--- src/rtl/demux.sv ---
// Handshake demultiplexer: joins a data token with an index token and steers the data to
// output channel `index`, through a one-slot transparent elastic buffer per output.
module demux #(
   parameter int SIZE        = 2,
   parameter int DATA_TYPE   = 32,
   parameter int SELECT_TYPE = 2
) (
   input  logic                      clk,
   input  logic                      rst,
   input  logic [DATA_TYPE-1:0]      ins,
   input  logic                      ins_valid,
   output logic                      ins_ready,
   input  logic [SELECT_TYPE-1:0]    index,
   input  logic                      index_valid,
   output logic                      index_ready,
   output logic [SIZE*DATA_TYPE-1:0] outs,
   output logic [SIZE-1:0]           outs_valid,
   input  logic [SIZE-1:0]           outs_ready,
   output logic                      index_err
);

   localparam logic [SELECT_TYPE:0] SIZE_W = (SELECT_TYPE + 1)'(SIZE);

   logic [SIZE-1:0]      full_q, full_d;
   logic [DATA_TYPE-1:0] data_q [SIZE];
   logic [DATA_TYPE-1:0] data_d [SIZE];
   logic                 index_err_q, index_err_d;
   logic                 sel_ok, slot_rdy, fire;
   logic [SIZE-1:0]      in_v;

   // Join: readiness looks only at the partner channel and the destination slot.
   always_comb begin
      sel_ok   = {1'b0, index} < SIZE_W;
      slot_rdy = 1'b1;
      for (int i = 0; i < SIZE; i++) begin
         if (sel_ok && index == SELECT_TYPE'(i)) slot_rdy = ~full_q[i];
      end
      ins_ready   = ~rst & index_valid & slot_rdy;
      index_ready = ~rst & ins_valid & slot_rdy;
      fire        = ~rst & ins_valid & index_valid & slot_rdy;
      for (int i = 0; i < SIZE; i++) begin
         in_v[i] = fire & sel_ok & (index == SELECT_TYPE'(i));
      end
      index_err_d = index_err_q | (fire & ~sel_ok);
   end

   always_comb begin
      outs       = '0;
      outs_valid = '0;
      full_d     = full_q;
      for (int i = 0; i < SIZE; i++) begin
         data_d[i] = data_q[i];
         if (!rst) begin
            outs_valid[i] = full_q[i] | in_v[i];
            outs[i*DATA_TYPE +: DATA_TYPE] = full_q[i] ? data_q[i] : ins;
         end
         // A full slot only drains; an empty one parks a stalled arrival.
         if (full_q[i]) begin
            if (outs_ready[i]) full_d[i] = 1'b0;
         end else if (in_v[i] && !outs_ready[i]) begin
            full_d[i] = 1'b1;
            data_d[i] = ins;
         end
      end
   end

   assign index_err = index_err_q;

   always_ff @(posedge clk) begin
      if (rst) begin
         full_q      <= '0;
         index_err_q <= 1'b0;
         for (int i = 0; i < SIZE; i++) data_q[i] <= '0;
      end else begin
         full_q      <= full_d;
         index_err_q <= index_err_d;
         for (int i = 0; i < SIZE; i++) data_q[i] <= data_d[i];
      end
   end

endmodule
--- config.mk ---
export PLATFORM = sky130hd
export DESIGN_NAME = demux
export DESIGN_NICKNAME = d
export VERILOG_FILES = /design/src/rtl/demux.sv
export SDC_FILE = /design/constraint.sdc
export NUM_CORES = 1
export LEC_CHECK = 0
export ABC_CLOCK_PERIOD_IN_PS = 1400
export CAP_MARGIN = 20
export CELL_PAD_IN_SITES_DETAIL_PLACEMENT = 0
export CELL_PAD_IN_SITES_GLOBAL_PLACEMENT = 1
export CORE_MARGIN = 5
export CORE_UTILIZATION = 31
export DETAILED_ROUTE_END_ITERATION = 7
export GPL_ROUTABILITY_DRIVEN = 0
export PLACE_DENSITY = 0.74
export SLEW_MARGIN = 25
export SYNTH_ARGS = -nofsm -noshare
export SYNTH_HDL_FRONTEND = slang
export SYNTH_SLANG_ARGS = --single-unit
export TNS_END_PERCENT = 100
--- constraint.sdc ---
create_clock -name clk -period 1.4 [get_ports clk]
set_input_delay 0.28 -clock clk [delete_from_list [all_inputs] [get_ports clk]]
set_output_delay 0.28 -clock clk [all_outputs]
set_load 0.005 [all_outputs]
=== Yosys cells after proc, flatten, opt, wreduce, memory -nomap -nowiden ===
Memory sizes are Yosys's and may differ from the RTL's.
Index checks and enable logic that the tools add are counted.

* Flip-flop bits (word level): 3
* RAM bits: 64
* Input port bits: 40
* Output and inout port bits: 69
* Word-level logic and storage cells: 54
* Memories: 1

{| class="wikitable"
|+ Memory list
! name !! depth !! width !! rd ports !! clocked after memory_dff !! wr ports !! RTL line !! RTL
|-
| data_q || 2 || 32 || 2 || 0 || 2 || 25 || <nowiki>logic [DATA_TYPE-1:0] data_q [SIZE];</nowiki>
|}

* Order comparisons: 1
* Eq/ne operators: 1
* Muxes and demuxes: 23
* Bitwise gates (word level): 19
* Reduce and logical (&&, ||, !) cells: 7

{| class="wikitable"
|+ Operators with widths
! kind !! number
|-
| two-way mux 32 bit || 10
|-
| two-way mux 1 bit || 13
|-
| AND 1 bit || 10
|-
| bitwise OR 1 bit || 5
|-
| logical AND 1 bit || 4
|-
| NOT 1 bit || 4
|-
| equality test 2 x 1 -> 1 bit (second input constant) || 1
|-
| zero test 1 bit || 2
|-
| zero test 2 bit || 1
|-
| < comparator 2 bit (second input constant) || 1
|}

=== Depth between registers and ports, before layout ===
* Depth after elaboration: 11
* Mapped depth: 6
* Depth with buffers taken out: 3

=== Least setup slack after synthesis ===
Ideal clock, no wire load.

* Kind: input -> output
* Start point: in rst
* End point: out outs[10]
* Data arrival time: 1.085 ns
* Data required time: 1.120 ns
* Setup slack: 0.035 ns
* Stages: 4
* Buffers on the path: 3
* Cells stage by stage: buf_2 clkbuf_1 buf_1 nor2_1

* Word-level cells in the longest chain between the ends: 1

{| class="wikitable"
|+ RTL lines
! item !! RTL line !! RTL
|-
| start, declared || 9 || <nowiki>input logic rst,</nowiki>
|-
| two-way mux 32 bit || 53 || <nowiki>if (!rst) begin</nowiki>
|-
| end, declared || 16 || <nowiki>output logic [SIZE*DATA_TYPE-1:0] outs,</nowiki>
|}

No other way between the ends.

=== Worst setup path after layout ===
* Start point: reg full_q[1]
* End point: out ins_ready

* Word-level cells in the longest chain between the ends: 3

{| class="wikitable"
|+ RTL lines
! item !! RTL line !! RTL
|-
| start, declared || 24 || <nowiki>logic [SIZE-1:0] full_q, full_d;</nowiki>
|-
| start signal, assigned || 75 || <nowiki>full_q <= full_d;</nowiki>
|-
| NOT 1 bit || 36 || <nowiki>if (sel_ok && index == SELECT_TYPE'(i)) slot_rdy = ~full_q[i];</nowiki>
|-
| two-way mux 1 bit || 36 ||
|-
| AND 1 bit || 38 || <nowiki>ins_ready = ~rst & index_valid & slot_rdy;</nowiki>
|-
| end, declared || 12 || <nowiki>output logic ins_ready,</nowiki>
|}

No other way between the ends.

==> impl_summary.log <==
INFO  metric row_count = 39
INFO  metric final_cell_mix = 65 x nor2_1, 65 x dfxtp_1, 63 x nand3_1
INFO  metric grt_first_pass_wirelength = 23.3 mm
INFO  metric critical_path_arrival = 1.47 ns
INFO  metric nets = 678
INFO  metric dpl.hpwl = between 8 and 9 mm
INFO  metric antenna_violations_before_repair = 0
INFO  metric syn_area_per_cell = 7.89 um2
INFO  metric pin_count_of_the_biggest_net_entering_global_routing = 49
INFO  metric route.final.wire_length = 14.3 mm
INFO  metric outcome = complete, but fails checks
INFO  metric initial_drc_count = 179
INFO  metric powerDensity = 814 mW/mm2
INFO  metric postLayoutCellArea = 0.00628 mm2
INFO  metric worst-setup-path-type = flop to output pin
INFO  metric final_hold_viol_count = 0
INFO  metric fmaxAchievable = 573 MHz
INFO  metric drt-vias-per-instance = 5.29
INFO  metric gr-usage-met3 = 0.0481
INFO  metric grtUsageMet2 = 0.348
INFO  metric core_area = 0.0114 mm2
INFO  metric syn_to_final_growth = 75.1%
INFO  metric violations_in_the_final_reports = negative setup slack
INFO  metric clk_transition_reported_paths = ~0.060 ns
INFO  metric cts.htree.levels = 3
INFO  metric holdCritPathClass = primary input to flop
INFO  metric cap_violations = 0
INFO  metric min_period = 1.75 ns
INFO  metric worstPathMaxFanout = 4
INFO  metric worst_margin_slew = 0.330 ns
INFO  metric clk_latency_worst_skew_pair = 0.33 ns
INFO  metric first_global_vias = 4423
INFO  metric yosys_warnings = 0
INFO  metric timing.max_slew.rel_slack = 0.780
INFO  metric globalRoute.busiestLayer = met2
INFO  metric ant_nets = 0
INFO  metric dieHeight = 118 um
INFO  metric post_layout_nonfiller_instances = slightly below 800
INFO  metric cts_buffers = 9
INFO  metric synthesis.instances = 455
INFO  metric portBuffers = 108
INFO  metric io_pins = 109
INFO  metric floorplan.die.width = 118 um
INFO  metric post-route-drc-count = 0
INFO  metric finalMaxSlewViolations = 0
INFO  metric clock_tree.root_cell = clkbuf_16
INFO  metric synth.lib_cells_used.distinct = 21
INFO  metric dp.cells = a little over 700
INFO  metric post_route_cells_drive_above_1_share = 0.421
INFO  metric fin_worst_skew = ~0.0062 ns
INFO  metric p_leak = 2.40 nW
INFO  metric fillers = 1048
INFO  metric routedWlPerCell = 18.2 um
INFO  metric vdd.ir_drop.worst = 461 uV
INFO  metric synth_seq_cells = 67
INFO  metric global_route.usage.met1 = 0.250
INFO  metric multi_input_area = 0.00235 mm2
INFO  metric cts_max_path_buffers = 2
INFO  metric clock_tree_sinks = 67
INFO  metric syn_nets = 495
INFO  metric setup_viol = 132
INFO  metric floorplan.initialDensity = 0.316
INFO  metric die-area = ~0.014 mm2
INFO  metric global_route.usage.total = 0.204
INFO  metric register_cell_area_after_layout = 0.00135 mm2
INFO  metric overflow = 0
INFO  metric cts_tree = built
INFO  metric finalWorstSetupSlack = -0.345 ns
INFO  metric seq_area_frac_synth = 0.374
INFO  metric post-route-period-util = 1.25
INFO  metric synthesis.area = 0.00359 mm2
INFO  metric worst_ep_required_time = between 1 and 1.5 ns
INFO  metric routed-via-count = 4160
INFO  metric grt_setup_unrepaired = yes
INFO  metric dr.pass1.iters = 4
INFO  metric timing.critical_path.to_type = output pin
INFO  metric cp-start-kind = flop
INFO  metric place_area = 0.00518 mm2
## where the power goes
group	internal [mW]	total (mW)	switching, mW	leakage, nW
Clock	1.42	2.25	0.834	0.145
Combinational	0.476	0.934	0.459	1.72
Sequential	1.92	1.93	0.0114	0.542
## kinds of logic (layout without fill, tap and decap cells)
logic type / after synthesis / count (layout) / share of synthesized area
other: 0 / 1 / 0
muxes: 65 / 65 / 0.181
DFF: 67 / 67 / 0.374
AOI/OAI and AO/OA: 131 / 131 / 0.183
buffers and inverters: 50 / 235 / 0.0753
and+or+nand+nor: 142 / 145 / 0.187
## Yosys cell counts (all sizes together)
| library cell | n | area share |
|---|---|---|
| nand3 | 64 | 0.089 |
| mux2i | 65 | 0.18 |
| or3b | 1 | 0.0031 |
| and4bb | 1 | 0.0035 |
| buf | 37 | 0.062 |
| a31oi | 1 | 0.0017 |
| nor3b | 3 | 0.0077 |
| clkbuf | 12 | 0.013 |
| nor2 | 68 | 0.071 |
| a21oi | 66 | 0.092 |
| nand4bb | 1 | 0.0031 |
| or3 | 1 | 0.0031 |
| dfxtp | 67 | 0.37 |
| nor3 | 3 | 0.0056 |
| o21ai | 64 | 0.089 |
| inv | 1 | 0.0010 |
## critical path: stages, from the launching register on
cell and delay [ns]:
dfxtp_4 0.37, buf_12 0.14, buf_6 0.11, mux2i_4 0.17
nor2_4 0.06, nor3b_2 0.16, buf_2 0.13
## metal layers
| metal | vias to the layer above | routed length (um) |
|---|---|---|
| met3 | 31 | 766 |
| li1 | 1996 | - |
| met4 | 0 | 406 |
| met5 | - | 0 |
| met1 | 1985 | 5870 |
| met2 | 148 | 7270 |
## worst paths after layout
| check | start | slack [ns] | endpoint | cells after the start |
|---|---|---|---|---|
| setup / recovery | full_q[1] | -0.35 | ins_ready | 6 |
| hold / removal | index[1] | 0.37 | index_err | 4 |
| setup reg to reg | full_q[1] | -0.20 | data_q[0][35] | 6 |
| hold reg to reg | data_q[0][31] | 0.46 | data_q[0][31] | 2 |
## registers in the layout, summed over array words and instances (netlist names)
register	flops
data_q	64
full_q	2
index_err	1
## stage by stage
stage	worst slack, ns	util	hold slack, ns	TNS [ns]	total power [mW]
4_1_cts	-0.389	0.545	0.338	-30.85	5.11
5_1_grt	-0.409	0.553	0.408	-33.57	5.33
3_3_place_gp	-0.762	0.455	0.454	-55.15	2.82
6_report	-0.345	0.553	0.374	-26.29	5.12
3_5_place_dp	-0.825	0.455	0.466	-57.09	2.83
2_1_floorplan	0.0353	-	0.357	0	2.27
## area by class of cell
class	instances	share of cell area
clock buffer	11	0.0386
inverter	1	0.000597
antenna	1	0.000398
timing repair buffer	218	0.335
tap	143	0.0285
clock inverter	5	0.00836
multi-input combinational	341	0.373
sequential	67	0.215
## timing repair
item                                    4_1_cts  5_1_grt
cloned                                       13        1
hold buffers                                  0        0
setup buffers                                44        4
pin swaps                                    43       42
resized for setup                           345       64
endpoints found under the setup margin      133      132
Power figures use the tool's default switching activity.
